File: src/rtl/onehot_ring_counter_pkg.sv
// onehot_ring_counter_pkg: shared sizing and index-to-one-hot helpers
package onehot_ring_counter_pkg;
  localparam int MAX_N = 1024;
  function automatic int calc_w(input int n);
    return (n > 2) ? $clog2(n) : 1;
  endfunction
  // Wide result; callers truncate to their own N
  function automatic logic [MAX_N-1:0] idx2oh(input int unsigned idx);
    return MAX_N'(1) << idx;
  endfunction
endpackage

File: src/rtl/onehot_ring_counter_if.sv
// onehot_ring_counter_if: control inputs and state outputs of the ring counter
interface onehot_ring_counter_if
  import onehot_ring_counter_pkg::*;
#(
  parameter int N = 16
) ();
  localparam int W = calc_w(N);
  logic         en;
  logic         dir;
  logic         load;
  logic [W-1:0] load_idx;
  logic [N-1:0] q;
  logic [W-1:0] c;
  logic         wrap;
  logic         err;
  modport master (output en, dir, load, load_idx, input q, c, wrap, err);
  modport slave (input en, dir, load, load_idx, output q, c, wrap, err);
endinterface

File: src/rtl/onehot_ring_counter_encoder.sv
// onehot_encoder: N-input one-hot to W-bit binary OR-plane encoder
module onehot_encoder
  import onehot_ring_counter_pkg::*;
#(
  parameter int N = 16,
  localparam int W = calc_w(N)
) (
  input  logic [N-1:0] oh_i,
  output logic [W-1:0] bin_o
);
  always_comb begin
    bin_o = '0;
    for (int i = 0; i < N; i++) bin_o = bin_o | (oh_i[i] ? W'(i) : '0);
  end
endmodule

File: src/rtl/onehot_ring_counter.sv
// onehot_ring_counter: N-stage one-hot ring with load, direction, wrap pulse and self-repair
module onehot_ring_counter
  import onehot_ring_counter_pkg::*;
#(
  parameter int N = 16
) (
  input logic                   clk,
  input logic                   rst_n,
  onehot_ring_counter_if.slave  bus
);
  logic [N-1:0] q_q, q_d, rot_up, rot_dn;
  logic         wrap_q, wrap_d, err_q, err_d;
  logic         legal, ld_ok;
  // Exactly one bit set: nonzero and clearing the lowest set bit leaves zero
  assign legal  = (q_q != '0) && ((q_q & (q_q - N'(1))) == '0);
  assign ld_ok  = 32'(bus.load_idx) < 32'(N);
  assign rot_up = {q_q[N-2:0], q_q[N-1]};
  assign rot_dn = {q_q[0], q_q[N-1:1]};
  always_comb begin
    q_d    = !legal ? N'(1)
           : bus.load ? (ld_ok ? N'(idx2oh(32'(bus.load_idx))) : q_q)
           : bus.en ? (bus.dir ? rot_up : rot_dn)
           : q_q;
    wrap_d = legal && !bus.load && bus.en && (bus.dir ? q_q[N-1] : q_q[0]);
    err_d  = !legal || (bus.load && !ld_ok);
  end
  always_ff @(posedge clk or negedge rst_n) begin
    if (!rst_n) begin
      q_q    <= N'(1);
      wrap_q <= 1'b0;
      err_q  <= 1'b0;
    end else begin
      q_q    <= q_d;
      wrap_q <= wrap_d;
      err_q  <= err_d;
    end
  end
  assign bus.q    = q_q;
  assign bus.wrap = wrap_q;
  assign bus.err  = err_q;
  onehot_encoder #(.N(N)) u_enc (.oh_i(q_q), .bin_o(bus.c));
endmodule

File: src/flat_wrapper.sv
// flat-port wrapper written by rule: the top's interface ports become plain ports
module onehot_ring_counter_flat import onehot_ring_counter_pkg::*;
#(
  parameter int N = 16
)
  (clk, rst_n, bus_en, bus_dir, bus_load, bus_load_idx, bus_q, bus_c, bus_wrap, bus_err);
  onehot_ring_counter_if #(.N(N)) bus_i ();
  input logic clk;
  input logic rst_n;
  input wire logic [$bits(bus_i.en)-1:0] bus_en;
  input wire logic [$bits(bus_i.dir)-1:0] bus_dir;
  input wire logic [$bits(bus_i.load)-1:0] bus_load;
  input wire logic [$bits(bus_i.load_idx)-1:0] bus_load_idx;
  output wire logic [$bits(bus_i.q)-1:0] bus_q;
  output wire logic [$bits(bus_i.c)-1:0] bus_c;
  output wire logic [$bits(bus_i.wrap)-1:0] bus_wrap;
  output wire logic [$bits(bus_i.err)-1:0] bus_err;
  assign bus_i.en = bus_en;
  assign bus_i.dir = bus_dir;
  assign bus_i.load = bus_load;
  assign bus_i.load_idx = bus_load_idx;
  assign bus_q = bus_i.q;
  assign bus_c = bus_i.c;
  assign bus_wrap = bus_i.wrap;
  assign bus_err = bus_i.err;
  onehot_ring_counter #(.N(N)) u_core (.clk(clk), .rst_n(rst_n), .bus(bus_i));
endmodule
File: config.mk
export PLATFORM = sky130hd
export DESIGN_NAME = onehot_ring_counter_flat
export DESIGN_NICKNAME = d
export VERILOG_FILES = /design/src/rtl/onehot_ring_counter_pkg.sv /design/src/rtl/onehot_ring_counter_if.sv /design/src/rtl/onehot_ring_counter_encoder.sv /design/src/rtl/onehot_ring_counter.sv /design/src/flat_wrapper.sv
export SDC_FILE = /design/constraint.sdc
export NUM_CORES = 1
export LEC_CHECK = 0
export CAP_MARGIN = 10
export CORE_AREA = 10 10 65 67
export DETAILED_ROUTE_END_ITERATION = 7
export DIE_AREA = 0 0 75 77
export PLACE_DENSITY = 0.89
export SYNTH_ARGS = -nofsm -noshare
export SYNTH_HDL_FRONTEND = slang
export SYNTH_SLANG_ARGS = --single-unit
File: constraint.sdc
create_clock -name clk -period 2.9 [get_ports clk]
set_input_delay 0.58 -clock clk [delete_from_list [all_inputs] [get_ports clk]]
set_output_delay 0.58 -clock clk [all_outputs]
set_load 0.005 [all_outputs]
==> summary.md, run 1 <==
| Metric | Value |
|---|---|
| Status | finished, final reports clean |
| GRT Residual Overflow | 0 |
| CP peak stage delay | roughly 0.69 ns |
| Max Cap Violations | 0 |
| Routed WL per cell | approximately 19 um |
| Switch Pwr | between 0.001 and 0.0015 W |
| Clk pwr share | under 10% |
| Overall routed net length | approximately 4400 um |
| Final Slew Violations | 0 |
| Clk sinks | 18 |
| DP Area | between 1500 and 2000 um2 |
| Drt pass-1 iters | 4 |
| Initial DRC count | ~250 |
| Tcrit/Tclk final | between 90 and 100% |
| Top cells by count, synth | nor2_1 (23), mux2i_1 (18), dfrtp_1 (17) |
| Gpl congestion | approximately 0.86 |
| N_diodes | 0 |
| Max Clock Skew | about 0.0053 ns |
| Cts repair resizes | 0 |
| Asr flop ratio synth | 100% |
| Slowest CP cell | or4_1 |
| Core area | about 3000 um2 |
| Synth Warn # | 0 |
| Top delay family on crit path | simple AND/OR/NAND/NOR gates |
| Number of I/O port buffers | 30 |
| Most frequent cell after synthesis | nor2_1 |
| Hold Crit Class | flop to flop |
| Post-synthesis sequential area ratio | a little under a third |
| Syn nets | 180 |
| CTS H-Tree Depth | 1 |
| Register-to-register setup slack | just under 0.2 ns |
| Top_reg_cell synth | dfrtp_1 |
| RSZ-0062 raised after global routing | false |
| Critical R2R Launch | u_core.bus.q[1]$_DFFE_PN0P_ |
| Yosys top cell area share | 28.9% |
| Global-route wire length before repair | 7150 um |
| Worst-Margin Slew | about 0.78 ns |
| Crit path buf inv count | 1 |
| Full die area | 5780 um2 |
| Design Area, Final | 1830 um2 |
| Clk Latency, worst-skew pair | roughly 0.29 ns |
| Final antenna-violating net count | 0 |
| Final Hold Vio Count | 0 |
| Worst slew margin | 47.8% |
| Reg2reg end | u_core.bus.q[14]$_DFFE_PN0P_ |
| Vias per inst | 6.69 |
| Flop pwr share | between 20% and 30% |
| Worst Setup EP | u_core.bus.q[14]$_DFFE_PN0P_ |
| Post-Syn Area per Cell | about 8.6 um2 |
| Leakage | 0.735 nW |
| Internal power | 0.00135 W |
| Detailed placement HPWL | 3240 um |
| CP Class | flop to flop |
| Clock transition at path regs | 0.10 ns |
| Power density over the cells | roughly 1400 nW/um2 |
| Max rail drop VDD | ~660 uV |
| Initial antenna violation count | 0 |
| Post-synth EDFFs | 0 |
| Kind of start point of the critical path | flop |
| Root Buffer | clkbuf_4 |
| Mapped Cells | about 170 |
| Crit path DAT | 2.92 ns |
| DR vias | 1518 |
| CTS Buffer Depth | 2 |
| Final min period | about 2.7 ns |
| Layout Area Growth over Synthesis | 24.2% |
| Endpoints failing setup | 0 |
| Share of total power in combinational logic | a little under three quarters |
| Switching share of power | around 48% |
| Nets | approximately 200 |
| GRT Overall Usage | 15.2% |
| Die Span Y | about 77 um |
| Die width | 75 um |
| Rows | 20 |
| Area leader, netlist | dfrtp_1 |
| DRC Markers | 0 |
| Post-route setup TNS | 0 ns |
| Setup crit end kind | flop |
| CTS Buf Count | 3 |
| Worst-path cell chain | or4_1 -> or2_4 -> o32ai_1 -> nand4b_2 -> buf_4 -> nor3_1 |
| Vias in the first global route | approximately 1400 |
| Register bit count reported by yosys | 18 |
| Distinct cells, synth | 40 |
| Largest net degree at the start of global routing | 30 |
| Critical Path RT | 3.12 ns |
| Top cells by area, synth | dfrtp_1 (29%), mux2i_1 (12%), a211oi_1 (7.6%) |
| CP Max Fanout | 10 |
| Post-CTS Setup Bufs | 0 |
| Max Freq | approximately 370 MHz |
| WP depth | 6 |
| CTS tree | yes |
| Layout cell share with drive strength beyond 1 | between 10% and 20% |
| Initial Utilization | between 40% and 50% |
| CP Launch Point | u_core.bus.q[1]$_DFFE_PN0P_ |
| Top Ports | 31 |
| Post-Synthesis Cell Area | about 1500 um2 |
| Cells on worst reg2reg path | 6 |
| Hold_buf cts | 0 |
layout make-up:
type | count | area, um2
fill | 246 | 1150
multi-input combinational | 131 | 921
sequential | 18 | 452
timing repair buffer | 40 | 375
tap | 33 | 41.3
clock buffer | 4 | 36.3
inverter | 1 | 3.75
worst reg2reg max path, stage by stage (launching register included):
cell and delay (ns):
dfrtp_1 0.47, or4_1 0.69, or2_4 0.31, o32ai_1 0.34
nand4b_2 0.35, buf_4 0.28, nor3_1 0.19
logic make-up after synthesis:
logic type / share of synthesized area [%]
flops: 30.7
simple gates: 29.0
compound gates: 19.9
mux: 13.0
buf+inv: 6.80
fa+ha+maj: 0.680
registers in the layout, indices dropped and copies added, names as in the netlist:
register and count:
u_core.bus.wrap 1, u_core.bus.err 1, u_core.bus.q 16
stage by stage:
stage	total power (W)	utilization (%)	hold slack, ns	cells	setup slack, ns
after floorplan	0.00172	-	0.284	171	0.529
after global placement	0.00236	60.2	0.647	223	0.375
after detailed placement	0.00241	60.2	0.657	223	0.241
after CTS	0.00257	61.4	0.669	227	0.221
after global routing	0.00275	61.4	0.691	227	0.0854
final	0.00257	61.4	0.670	227	0.197
how the worst min path moves through the flow:
stage                                 from                   endpoint  slack, ns  depth (start not counted)
2_1_floorplan                        rst_n   u_core.bus.err$_DFF_PN0_       0.28                          0
3_3_place_gp   u_core.bus.q[0]$_DFFE_PN1P_  u_core.bus.wrap$_DFF_PN0_       0.65                          2
3_5_place_dp   u_core.bus.q[0]$_DFFE_PN1P_  u_core.bus.wrap$_DFF_PN0_       0.66                          2
4_1_cts        u_core.bus.q[0]$_DFFE_PN1P_  u_core.bus.wrap$_DFF_PN0_       0.67                          2
5_1_grt        u_core.bus.q[0]$_DFFE_PN1P_  u_core.bus.wrap$_DFF_PN0_       0.69                          2
6_report       u_core.bus.q[0]$_DFFE_PN1P_  u_core.bus.wrap$_DFF_PN0_       0.67                          2
placed cells by master, fill, tap and decap left out, types with 2 or more instances in the layout:
| master | synthesis | routed |
|---|---|---|
| a211oi_1 | 15 | 15 |
| a21oi_1 | 2 | 2 |
| a31oi_1 | 14 | 14 |
| and2_1 | 2 | 2 |
| buf_4 | 1 | 10 |
| clkbuf_4 | 0 | 3 |
| clkdlybuf4s50_1 | 0 | 30 |
| dfrtp_1 | 17 | 17 |
| mux2i_1 | 18 | 18 |
| nand3_1 | 3 | 3 |
| nor2_1 | 23 | 23 |
| nor2b_1 | 3 | 3 |
| nor3_1 | 9 | 9 |
| nor3_2 | 10 | 10 |
| nor4_1 | 9 | 9 |
| o22ai_1 | 2 | 2 |
| or2_1 | 2 | 2 |
| or4_1 | 2 | 2 |
routing by layer:
metal	global-route usage, %	vias to the layer above	wire, um
met5	0	-	0
met4	6.44	0	93
met3	3.47	10	423
met2	22.0	83	2010
met1	20.7	723	1840
li1	-	702	-
power groups by stage:
stage	registers (W)	clock network, W	logic (W)
after global routing	0.000602	0.000163	0.00198
after floorplan	0.000469	0	0.00125
after detailed placement	0.000577	0	0.00183
after global placement	0.000566	0	0.00179
final	0.000581	0.000154	0.00183
after CTS	0.000571	0.000153	0.00184
(Power assumes the default switching activity.)
==> run 2: changes to the inputs <==
--- a/config.mk
+++ b/config.mk
@@ -10,6 +10,7 @@
 export DETAILED_ROUTE_END_ITERATION = 7
 export DIE_AREA = 0 0 75 77
 export PLACE_DENSITY = 0.89
+export SKIP_LAST_GASP = 1
 export SYNTH_ARGS = -nofsm -noshare
 export SYNTH_HDL_FRONTEND = slang
 export SYNTH_SLANG_ARGS = --single-unit
==> results of run 2 <==
The final DEF is identical to that of run 1; final timing and power are the same.
==> run 3: changes to the inputs <==
--- a/config.mk
+++ b/config.mk
@@ -9,6 +9,7 @@
 export CORE_AREA = 10 10 65 67
 export DETAILED_ROUTE_END_ITERATION = 7
 export DIE_AREA = 0 0 75 77
+export HOLD_SLACK_MARGIN = 0.03
 export PLACE_DENSITY = 0.89
 export SKIP_LAST_GASP = 1
 export SYNTH_ARGS = -nofsm -noshare
==> results of run 3 <==
The final DEF is identical to that of run 1; final timing and power are the same.
